$ cat src/rtl/result_reader_pkg.sv
// Shared definitions for the result reader.
//   ADDR_W / DATA_W : default output-memory address and distance word widths
//   INF             : distance value meaning "unreachable" (all ones)
//   state_t         : controller states
package result_reader_pkg;

  localparam int ADDR_W = 13;
  localparam int DATA_W = 16;
  localparam logic [DATA_W-1:0] INF = '1;

  typedef enum logic [1:0] {
    IDLE  = 2'd0,
    READ  = 2'd1,
    DRAIN = 2'd2,
    DONE  = 2'd3
  } state_t;

endpackage

$ cat src/rtl/result_fifo2.sv
// Two-entry FIFO holding stream words ahead of the consumer.
//   clock, reset : rising-edge clock, asynchronous active-low reset
//   push         : write push_data (caller guarantees space)
//   pop          : remove head (caller guarantees non-empty)
//   head         : registered head entry (slot0)
//   count        : number of stored entries, 0..2
module result_fifo2
  import result_reader_pkg::*;
#(
  parameter int W = 8
) (
  input  logic         clock,
  input  logic         reset,
  input  logic         push,
  input  logic [W-1:0] push_data,
  input  logic         pop,
  output logic [W-1:0] head,
  output logic [1:0]   count
);

  logic [W-1:0] slot0;
  logic [W-1:0] slot1;

  // slot0 is always the head, so the outputs come straight from flops
  always_ff @(posedge clock or negedge reset) begin
    if (!reset) begin
      slot0 <= '0;
      slot1 <= '0;
      count <= 2'd0;
    end else begin
      unique case ({push, pop})
        2'b10: begin
          if (count == 2'd0) slot0 <= push_data;
          else               slot1 <= push_data;
          count <= count + 2'd1;
        end
        2'b01: begin
          slot0 <= slot1;
          count <= count - 2'd1;
        end
        2'b11: begin
          // with one entry the new word becomes the head directly
          if (count == 2'd1) begin
            slot0 <= push_data;
          end else begin
            slot0 <= slot1;
            slot1 <= push_data;
          end
        end
        default: ;
      endcase
    end
  end

  assign head = slot0;

endmodule

$ cat src/rtl/result_reader.sv
// Streams node_count distance words out of the output memory, tagging each
// with its node index, an INF flag and a last flag. A start with the solver's
// negative-cycle flag set (or a zero count) completes without streaming.
//   clock, reset        : rising-edge clock, asynchronous active-low reset
//   start               : one-cycle request, honoured only in IDLE
//   node_count          : words to stream, sampled with start
//   neg_cycle           : solver NegCycle flag, sampled with start
//   OMAR / OMDR         : output-memory address / same-cycle read data
//   out_valid/out_ready : stream handshake
//   out_data, out_index, out_inf, out_last : stream word and tags
//   busy                : controller not in IDLE
//   done                : one-cycle completion pulse
//   neg_flag            : neg_cycle latched at the last accepted start
module result_reader #(
  parameter int ADDR_W    = result_reader_pkg::ADDR_W,
  parameter int DATA_W    = result_reader_pkg::DATA_W,
  parameter int BASE_ADDR = 0
) (
  input  logic              clock,
  input  logic              reset,
  input  logic              start,
  input  logic [ADDR_W-1:0] node_count,
  input  logic              neg_cycle,
  output logic [ADDR_W-1:0] OMAR,
  input  logic [DATA_W-1:0] OMDR,
  output logic              out_valid,
  input  logic              out_ready,
  output logic [DATA_W-1:0] out_data,
  output logic [ADDR_W-1:0] out_index,
  output logic              out_inf,
  output logic              out_last,
  output logic              busy,
  output logic              done,
  output logic              neg_flag
);
  import result_reader_pkg::*;

  localparam int                FW   = DATA_W + ADDR_W + 2;
  localparam logic [ADDR_W-1:0] BASE = ADDR_W'(BASE_ADDR);
  localparam logic [ADDR_W-1:0] ONE  = ADDR_W'(1);
  localparam logic [DATA_W-1:0] ALL_ONES = '1;

  state_t            state, state_next;
  logic [ADDR_W-1:0] index;
  logic [ADDR_W-1:0] count_q;
  logic [ADDR_W-1:0] omar_q;
  logic              done_q;
  logic              neg_q;

  logic              push;
  logic              pop;
  logic              space;
  logic              at_last;
  logic [1:0]        fifo_count;
  logic [FW-1:0]     push_word;
  logic [FW-1:0]     head_word;

  assign out_valid = (fifo_count != 2'd0);
  assign pop       = out_valid & out_ready;
  assign space     = (fifo_count != 2'd2) | pop;
  // comparing against count-1 keeps index below 2^ADDR_W for the max count
  assign at_last   = (index == count_q - ONE);
  assign push_word = {OMDR, index, (OMDR == ALL_ONES), at_last};

  always_comb begin
    state_next = state;
    push       = 1'b0;
    OMAR       = omar_q;
    unique case (state)
      IDLE: begin
        if (start)
          state_next = (node_count != '0 && !neg_cycle) ? READ : DONE;
      end
      READ: begin
        if (space) begin
          push = 1'b1;
          OMAR = BASE + index;
          if (at_last) state_next = DRAIN;
        end
      end
      DRAIN: begin
        if (fifo_count == 2'd0 || (fifo_count == 2'd1 && pop))
          state_next = DONE;
      end
      DONE: state_next = IDLE;
      default: state_next = IDLE;
    endcase
  end

  always_ff @(posedge clock or negedge reset) begin
    if (!reset) begin
      state   <= IDLE;
      index   <= '0;
      count_q <= '0;
      omar_q  <= '0;
      done_q  <= 1'b0;
      neg_q   <= 1'b0;
    end else begin
      state  <= state_next;
      omar_q <= OMAR;
      // done is registered, so the pulse lands the cycle after DONE
      done_q <= (state == DONE);
      if (state == IDLE && start) begin
        index   <= '0;
        count_q <= node_count;
        neg_q   <= neg_cycle;
      end else if (push) begin
        index <= index + ONE;
      end
    end
  end

  result_fifo2 #(.W(FW)) u_fifo (
    .clock    (clock),
    .reset    (reset),
    .push     (push),
    .push_data(push_word),
    .pop      (pop),
    .head     (head_word),
    .count    (fifo_count)
  );

  assign out_data  = head_word[FW-1 -: DATA_W];
  assign out_index = head_word[ADDR_W+1 -: ADDR_W];
  assign out_inf   = head_word[1];
  assign out_last  = head_word[0];
  assign busy      = (state != IDLE);
  assign done      = done_q;
  assign neg_flag  = neg_q;

endmodule

$ cat config.mk
export PLATFORM = sky130hd
export DESIGN_NAME = result_reader
export DESIGN_NICKNAME = d
export VERILOG_FILES = /design/src/rtl/result_reader_pkg.sv /design/src/rtl/result_fifo2.sv /design/src/rtl/result_reader.sv
export SDC_FILE = /design/constraint.sdc
export NUM_CORES = 1
export LEC_CHECK = 0
export BUFFER_PORTS_ARGS = -buffer_cell sky130_fd_sc_hd__buf_2
export CAP_MARGIN = 20
export CELL_PAD_IN_SITES_DETAIL_PLACEMENT = 0
export CELL_PAD_IN_SITES_GLOBAL_PLACEMENT = 1
export CORE_ASPECT_RATIO = 0.5
export CORE_MARGIN = 2
export CORE_UTILIZATION = 47
export DETAILED_ROUTE_END_ITERATION = 12
export PLACE_DENSITY_LB_ADDON = 0.1
export SLEW_MARGIN = 20
export SYNTH_ARGS = -nofsm -noshare
export SYNTH_HDL_FRONTEND = slang
export SYNTH_SLANG_ARGS = --single-unit
export TNS_END_PERCENT = 20
$ cat constraint.sdc
create_clock -name clock -period 4.2 [get_ports clock]
set_clock_uncertainty 0.1 [all_clocks]
set_input_delay 0.42 -clock clock [delete_from_list [all_inputs] [get_ports clock]]
set_output_delay 0.42 -clock clock [all_outputs]
set_load 0.01 [all_outputs]
Word level (Yosys, flattened, before mapping)

Cells that the tools add are included.

Muxes and demuxes: 19
Add/sub/neg operators: 4
Bitwise operators: 2
Equality and inequality tests: 17
Reductions and logical operators: 17

Operators with widths:

| operator                                                              | count |
|---|---|
| 31-bit 2-to-1 mux                                                     | 4 |
| 31-bit one-hot mux with 3 select lines                                | 1 |
| 31-bit one-hot mux with 2 select lines                                | 1 |
| 13-bit 2-to-1 mux                                                     | 4 |
| 16-bit equality test, second input constant                           | 1 |
| 2-bit != test, second input constant                                  | 8 |
| 13-bit by 1-bit adder with 13-bit output, second input constant       | 1 |
| 13-bit equality test                                                  | 1 |
| 13-bit nonzero test                                                   | 1 |
| 13-bit by 1-bit subtractor with 13-bit output, second input constant  | 1 |
| 2-bit 2-to-1 mux                                                      | 5 |
| 2-bit nonzero test                                                    | 5 |
| 2-bit equality test, second input constant                            | 4 |
| 2-bit one-hot mux with 4 select lines                                 | 1 |
| 2-bit by 1-bit equality test with 1-bit output, second input constant | 3 |
| 2-bit logical NOT                                                     | 2 |
| 2-bit one-hot mux with 2 select lines                                 | 1 |
| 4-bit AND reduction                                                   | 1 |
| 1-bit logical AND                                                     | 3 |
| 3-bit AND reduction                                                   | 1 |
| 3-bit nonzero test                                                    | 1 |
| 2-bit by 1-bit adder with 2-bit output, second input constant         | 1 |
| 1-bit 2-to-1 mux                                                      | 2 |
| 2-bit AND reduction                                                   | 1 |
| 5 further kinds                                                       | 5 |

Bits of input ports: 34
Output and inout bits: 48
Flip-flop bits (word level): 107
Word-level logic and storage cells: 68

Longest topological paths before layout

Gate-level depths: netlist of run 1.

Depth in word-level cells: 8
Depth in mapped cells: 10
Gate-level depth less buffers: 9

Modules after synthesis

A second synthesis of run 1 with hierarchy kept.

Cell total of the unflattened synthesis: 555
Area total of the unflattened synthesis: 5469.0 µm²

By module, submodules not included:

| module        | area an instance (µm²) | instances | cells each |
|---|---|---|---|
| result_fifo2  | 3032.9                 | 1         | 267 |
| result_reader | 2436.1                 | 1         | 288 |

Worst setup path before layout of run 1

Ideal clock, no wire load.

Path kind: flip-flop to flip-flop
From: reg count_q[0]
To: reg state[0]
Required time: 4.021 ns
Arrival time: 2.467 ns
Library setup time: 0.079 ns
Slack: 1.554 ns
Clock period less this slack: 2.646 ns
Stages on the path, launching flop included: 10
Buffers on the path: 0
Path through: dfrtp_1 -> inv_1 -> ha_1 -> nor2b_1 -> nand4_1 -> xnor2_1 -> or4_1 -> or4_4 -> o2bb2ai_4 -> mux2i_1

Word-level cells in the longest chain between the ends: 4

RTL lines:

| what                                          | RTL line             | text |
|---|---|---|
| start, declared                               | result_reader.sv:45  | `logic [ADDR_W-1:0] count_q;` |
| start signal, assigned                        | result_reader.sv:105 | `count_q <= node_count;` |
| 13-bit by 1-bit subtractor with 13-bit output | result_reader.sv:62  | `assign at_last = (index == count_q - ONE);` |
| 13-bit equality test                          | result_reader.sv:62  |  |
| 2-bit != test (no source line)                | --                   |  |
| 4-bit AND reduction (no source line)          | --                   |  |
| end signal, assigned                          | result_reader.sv:99  | `state <= state_next;` |
| end, declared                                 | result_reader.sv:43  | `state_t state, state_next;` |

Every way passes these cells.
A chain may end at the register's enable or synchronous reset.

Worst setup path after layout of run 1

From: reg u_fifo.count[1]
To: out OMAR[4]

Word-level cells in the longest chain between the ends: 5
Elaborated cells on any way between the ends: 6

RTL lines:

| what                   | RTL line            | text |
|---|---|---|
| start, declared        | result_fifo2.sv:18  | `output logic [1:0] count` |
| start signal, assigned | result_fifo2.sv:35  | `count <= count + 2'd1;` |
| start signal, assigned | result_fifo2.sv:39  | `count <= count - 2'd1;` |
| 2-bit nonzero test     | result_reader.sv:58 | `assign out_valid = (fifo_count != 2'd0);` |
| 1-bit AND              | result_reader.sv:59 | `assign pop = out_valid & out_ready;` |
| 1-bit bitwise OR (*)   | result_reader.sv:60 | `assign space = (fifo_count != 2'd2) \| pop;` |
| 13-bit 2-to-1 mux (*)  | result_reader.sv:75 | `if (space) begin` |
| 13-bit 2-to-1 mux (*)  | result_reader.sv:69 | `unique case (state)` |
| end, declared          | result_reader.sv:24 | `output logic [ADDR_W-1:0] OMAR,` |

Every way passes the cells marked *; elsewhere a longest branch is shown, timed or not.

==> impl_metrics.env, run 1 <==
export IMPL_dr_pass1_iters=4
export IMPL_clkSinkCount=107
export IMPL_final_nets=619
export IMPL_worst_pin_slew_ns=0.684
export IMPL_synth_area_leaders="dfrtp_1, nand2_1, mux2_2"
export IMPL_drtIter0Drc=201
export IMPL_postRouteAntennaNets=0
export IMPL_cp_max_fo=12
export IMPL_syn_to_final_growth_pct=17.1
export IMPL_switchingPower_uw=1630
export IMPL_tns_ns=0
export IMPL_worstPathRequired_ns=3.68
export IMPL_htreeDepth=3
export IMPL_synthTopCellsByCount="nand2_1, dfrtp_1, nor2_1, mux2_2, a31oi_1"
export IMPL_wl_per_cell_um=15.6
export IMPL_power_frac_comb=0.402
export IMPL_r2r_setup_slack_ns=1.28
export IMPL_yosys_warnings=0
export IMPL_ir_drop_mv=0.377
export IMPL_drv_slew=0
export IMPL_synth_edf_count=0
export IMPL_seq_power_share=0.400
export IMPL_switching_share=0.387
export IMPL_synthFlopType="dfrtp_1"
export IMPL_outcome="completed"
export IMPL_met2_wirelength_mm=4.77
export IMPL_routed_top_layer="met4"
export IMPL_gp_congestion=0.772
export IMPL_cp_end_kind="output pin"
export IMPL_clock_root_buffer="clkbuf_16"
export IMPL_clkPwrFrac=0.199
export IMPL_synth_cell_types=45
export IMPL_netlist_instances=499
export IMPL_crit_start="u_fifo.count[1]$_DFFE_PN0P_"
export IMPL_p_leak_uw=0.00274
export IMPL_std_cell_rows=26
export IMPL_die_area_sq_mm=0.0116
export IMPL_fp_dieW_um=150
export IMPL_cts_reportedPaths_clkPinSlew_ns=0.07
export IMPL_yosysMostFrequentCell="nand2_1"
export IMPL_hold_violations=0
export IMPL_yosysTopAreaCell="dfrtp_1"
export IMPL_post_cts_setup_buffer_count=0
export IMPL_start_kind="flop"
export IMPL_n_antenna_cell=0
export IMPL_endpoint="OMAR[4]"
export IMPL_vias=3748
export IMPL_core_area_sq_mm=0.0103
export IMPL_wl_met3_um=560
export IMPL_drive_gt1_frac=0.260
export IMPL_clk_latency_ns=0.35
export IMPL_rr_endpoint="state[1]$_DFFE_PN0P_"
export IMPL_grt_max_degree=42
export IMPL_antenna_found_initial=0
export IMPL_wl_mm=11.3
export IMPL_dp_hpwl_mm=7.79
export IMPL_synth_fp_nets=543
export IMPL_cts_buffer_depth=2
export IMPL_post_route_period_util=0.735
export IMPL_reg2reg_from="count_q[0]$_DFFE_PN0P_"
export IMPL_start_util=0.488
export IMPL_fp_dieH_um=77.0
export IMPL_wl_met1_mm=5.84
export IMPL_vias_per_cell=5.21
export IMPL_synth_top_area_frac=0.534
export IMPL_hold_class="input port to flop"
export IMPL_synth_area_sq_mm=0.00501
export IMPL_powerDensity_mw_per_mm2=717
export IMPL_setup_violations=0
export IMPL_first_global_vias=3698
export IMPL_boundaryPins=82
export IMPL_rsz0062_at_grt="false"
export IMPL_slew_headroom=0.543
export IMPL_ys_ff_latch=107
export IMPL_cts_buffers_inserted=9
export IMPL_worstSetupPathType="flop to output pin"
export IMPL_drc=0
export IMPL_fin_crit_ns=3.09
export IMPL_reg2regPathDepth=9
export IMPL_overflow=0
export IMPL_cp_arrival_ns=2.57
export IMPL_synth_area_per_cell_sq_um=10.0
export IMPL_synthArstFlopShare=1.00
export IMPL_grt_pass1_wl_mm=19.0
export IMPL_finalPower_uw=4210
export IMPL_cts_tree="done"
export IMPL_yosysSeqAreaShare=0.534
export IMPL_grt_usage=0.210
export IMPL_io_buffers=81
export IMPL_maxCapViolations=0
export IMPL_p_int_uw=2580
export IMPL_fmaxAchievable_mhz=324
[area by class of cell]
cell class,instances,area [sq um]
fill,968,4410
sequential,107,2680
multi-input combinational,350,2180
timing repair buffer,91,485
clock buffer,10,239
tap,140,175
inverter,16,60.1
clock inverter,6,58.8
[cells by family after synthesis]
family,share of synthesized area
compound gates,0.0916
xor+xnor,0.0472
fa+ha+maj,0.0250
buf+inv,0.0339
flops,0.534
mux,0.0911
simple gates,0.177
[power groups by stage]
stage                     logic (uW)  registers (uW)  clock network [uW]
after floorplan                 1150            1700                   0
after global placement          1680            1690                   0
after detailed placement        1700            1700                   0
after CTS                       1710            1690                 856
after global routing            1900            1740                 903
final                           1690            1680                 837
[critical path, cell delays in order, from the launching register on]
cell      delay, ns
dfrtp_1        0.40
inv_1          0.07
ha_1           0.20
nand2b_1       0.30
a21oi_1        0.62
buf_4          0.30
nand2_1        0.07
nand2_1        0.11
buf_2          0.14
[how the worst min path moves through the flow]
stage / startpoint / end / cells past startpoint
global placement: reset / u_fifo.head[27]$_DFFE_PN0P_ / 1
finish: node_count[6] / count_q[6]$_DFFE_PN0P_ / 3
CTS: node_count[6] / count_q[6]$_DFFE_PN0P_ / 3
floorplan: reset / count_q[0]$_DFFE_PN0P_ / 0
global route: node_count[6] / count_q[6]$_DFFE_PN0P_ / 3
detailed placement: reset / u_fifo.head[27]$_DFFE_PN0P_ / 1
[registers in the layout (all words and copies together) (netlist names)]
register,count
count_q,13
u_fifo.count,2
neg_flag,1
u_fifo.slot1,31
index,13
state,2
omar_q,13
u_fifo.head,31
done,1
[what timing repair did]
item | CTS | global route
hold buffers | 1 | 0
hold endpoints to repair | 39 | 0
resized for setup | 0 | 0
setup endpoints to repair | 0 | 0
[cells in the final DEF, fill, tap and decap left out, drive strengths merged, types with 9 or more instances in the layout]
cell type	synthesis	routed
nand2	111	111
dfrtp	107	107
buf	3	90
nor2	46	46
mux2	37	37
a31oi	32	32
o21ai	19	19
inv	16	18
xnor2	14	14
xor2	13	13
ha	10	10
clkbuf	23	10
nand4	9	9
[stage by stage]
step	instance area, sq um	util	hold slack (ns)	cells	worst slack (ns)
detailed placement	5560	0.541	0.350	703	1.27
finish	5870	0.571	0.193	720	1.11
global route	5870	0.571	0.200	720	0.902
global placement	5560	0.541	0.342	703	1.38
CTS	5870	0.571	0.187	720	1.13
floorplan	5010	-	0.0244	499	1.55
[metal layers]
metal  vias up  global-route usage
met5         -                   0
met4         0              0.0434
met3         8              0.0506
met2        80               0.315
met1      1792               0.310
li1       1868                   -
(Power assumes the default switching activity.)
==> run 2, diff against run 1 <==
- ABC_AREA: not set -> 1
- CORE_UTILIZATION: 47 -> 42
- clock period: 4.2 -> 2.95 ns (I/O delays scaled with it)
==> run 2 against run 1 <==
  * Utilization is 7.5 points lower
  * Clock-buffer cell count is 1 lower
  * Sequential share of layout area shrank 2.5 points
  * Critical path type unchanged
  * Flip-flop and latch count is the same
  * Sequential power rose by 42%
  * Largest cell class unchanged
  * Synthesized area rose by 6.2%
  * First-iteration DRC count grew 30%
  * Final cell count is 25% higher
  * Clock power grew 40%
  * Critical endpoint is now OMAR[5]
  * Register-to-register slack lost 0.75 ns
==> impl_metrics.env, run 2 <==
export IMPL_cp_max_fo=31
export IMPL_fmaxAchievable_mhz=394
export IMPL_fp_dieW_um=163
export IMPL_endpoint="OMAR[5]"
export IMPL_clkSinkCount=107
export IMPL_cp_num_cells=9
export IMPL_netlist_instances=653
export IMPL_core_area_sq_mm=0.0125
export IMPL_rsz0062_at_grt="false"
export IMPL_cp_arrival_ns=2.14
export IMPL_synth_area_leaders="dfrtp_1, nand2_1, nor2_1"
export IMPL_maxCapViolations=0
export IMPL_worst_path_most_repeated_cell="nand2_2"
export IMPL_switchingPower_uw=2700
export IMPL_power_frac_comb=0.439
export IMPL_overflow=0
export IMPL_slew_headroom=0.444
export IMPL_synth_fp_nets=697
export IMPL_reg2regPathDepth=12
export IMPL_seq_power_share=0.377
export IMPL_holdBufCountCts=1
export IMPL_outcome="completed"
export IMPL_drv_slew=0
export IMPL_final_cells=903
export IMPL_post_cts_setup_buffer_count=0
export IMPL_final_cell_mix="nand2_1, dfrtp_1, buf_2, nor2_1, inv_1"
export IMPL_postRouteAntennaNets=0
export IMPL_cp_end_kind="output pin"
export IMPL_fp_dieH_um=83.6
export IMPL_tns_ns=0
export IMPL_yosysMostFrequentCell="nand2_1"
export IMPL_dr_pass1_iters=5
export IMPL_syn_to_final_growth_pct=16.8
export IMPL_grt_pass1_wl_mm=21.6
export IMPL_drc=0
export IMPL_std_cell_rows=29
export IMPL_grt_max_degree=62
export IMPL_fin_crit_ns=2.54
export IMPL_worstPathRequired_ns=2.56
export IMPL_cts_tree="done"
export IMPL_die_area_sq_mm=0.0137
export IMPL_cp_cell_sequence="inv_1 > ha_1 > inv_2 > nand2_2 > nand2_2 > nand2_4 > buf_4 > o21ai_0 > buf_2"
export IMPL_post_route_period_util=0.860
export IMPL_synth_area_sq_mm=0.00533
export IMPL_synthArstFlopShare=1.00
export IMPL_cts_buffer_depth=2
export IMPL_crit_buf_inv=4
export IMPL_rr_endpoint="u_fifo.head[26]$_DFFE_PN0P_"
export IMPL_clk_latency_ns=0.35
export IMPL_switching_share=0.426
export IMPL_yosys_warnings=0
export IMPL_setup_violations=0
export IMPL_final_nets=772
export IMPL_synth_top_area_frac=0.503
export IMPL_dp_cells=886
export IMPL_start_util=0.425
export IMPL_hold_violations=0
export IMPL_yosysTopAreaCell="dfrtp_1"
export IMPL_ir_drop_mv=0.409
export IMPL_critPathMaxStageDelay_ns=0.40
export IMPL_r2r_setup_slack_ns=0.53
export IMPL_min_from="node_count[6]"
export IMPL_gp_congestion=0.921
export IMPL_wl_per_cell_um=14.3
export IMPL_synthTopCellsByCount="nand2_1, dfrtp_1, nor2_1, inv_1, o21ai_0"
export IMPL_p_int_uw=3640
export IMPL_boundaryPins=82
export IMPL_crit_family="buffers and inverters"
export IMPL_synthFlopType="dfrtp_1"
export IMPL_vias_per_cell=4.90
export IMPL_io_buffers=81
export IMPL_grt_usage=0.202
export IMPL_synth_edf_count=0
export IMPL_hold_class="input port to flop"
export IMPL_yosysSeqAreaShare=0.503
export IMPL_worst_pin_slew_ns=0.834
export IMPL_powerDensity_mw_per_mm2=1020
export IMPL_start_kind="flop"
export IMPL_wl_mm=12.9
export IMPL_clkPwrFrac=0.185
export IMPL_clock_root_buffer="clkbuf_16"
export IMPL_reg2reg_from="u_fifo.count[0]$_DFFE_PN0P_"
export IMPL_ys_ff_latch=107
export IMPL_drtIter0Drc=261
export IMPL_p_leak_uw=0.00304
export IMPL_first_global_vias=4171
export IMPL_dp_hpwl_mm=9.65
export IMPL_drive_gt1_frac=0.201
export IMPL_cts_resized=0
export IMPL_cts_buffers_inserted=9
export IMPL_n_antenna_cell=0
export IMPL_antenna_found_initial=0
export IMPL_crit_start="u_fifo.count[0]$_DFFE_PN0P_"
export IMPL_final_common_cell="nand2_1"
export IMPL_htreeDepth=3
export IMPL_synth_area_per_cell_sq_um=8.15
export IMPL_worstSetupPathType="flop to output pin"
export IMPL_vias=4421
export IMPL_synth_cell_types=37
export IMPL_worst_path_max_delay_cell="dfrtp_1"
export IMPL_cts_reportedPaths_clkPinSlew_ns=0.08
## run 2: cell types whose count changed after synthesis, sizes merged, moves of 4 or more
cell    before  now
mux2        37    7
xnor2       14    3
a21oi        7   15
o21ai       19   49
buf          3   12
inv         16   56
nand3        6   29
nor2        46   75
mux2i        4    0
nand2      111  206
xor2        13    4
clkbuf      23   16
## run 2: metal layers
metal / routed length, um / track usage
met1: 7220 / 0.315
met2: 5030 / 0.283
met3: 525 / 0.0457
met4: 145 / 0.0467
met5: 0 / 0
## run 2: cell families after synthesis
group,share of synthesized area
buffers and inverters,0.0630
muxes,0.0148
AOI/OAI and AO/OA,0.106
adders and majority gates,0.0235
and+or+nand+nor,0.278
xor gates and xnor gates,0.0115
DFF,0.503
## run 2: metrics by stage
| stage | total power (uW) | setup slack, ns | instance area [sq um] | hold slack, ns | utilization |
|---|---|---|---|---|---|
| 4_1_cts | 6410 | 0.405 | 6220 | 0.0487 | 0.497 |
| 2_1_floorplan | 4350 | 0.892 | 5330 | -0.101 | - |
| 3_5_place_dp | 5220 | 0.541 | 5920 | 0.342 | 0.473 |
| 3_3_place_gp | 5180 | 0.617 | 5920 | 0.341 | 0.473 |
| 6_report | 6340 | 0.414 | 6220 | 0.0555 | 0.497 |
| 5_1_grt | 6950 | 0.257 | 6220 | 0.0507 | 0.497 |
## run 2: worst min path at each step
stage	endpoint	cells past startpoint	slack, ns
2_1_floorplan	count_q[0]$_DFFE_PN0P_	0	-0.10
3_5_place_dp	u_fifo.head[25]$_DFFE_PN0P_	1	0.34
3_3_place_gp	u_fifo.head[24]$_DFFE_PN0P_	1	0.34
4_1_cts	count_q[6]$_DFFE_PN0P_	3	0.05
5_1_grt	count_q[6]$_DFFE_PN0P_	3	0.05
6_report	count_q[6]$_DFFE_PN0P_	3	0.06
## run 2: power groups by stage
stage	clock [uW]	combinational [uW]	sequential, uW
detailed placement	0	2800	2420
CTS	1210	2810	2400
finish	1170	2780	2390
global route	1260	3210	2470
global placement	0	2770	2410
floorplan	0	1890	2460
## run 2: layout make-up
class                      instances  area, sq um
clock buffer                       9          225
clock inverter                     7         58.8
fill                            1252         6300
inverter                          56          213
multi-input combinational        462         2310
sequential                       107         2680
tap                              170          213
timing repair buffer              92          518
## run 2: worst min-delay path: cells and delay by family
kind	cells	cell delay [ns]
and+or+nand+nor	2	0.09
buffers and inverters	1	0.09
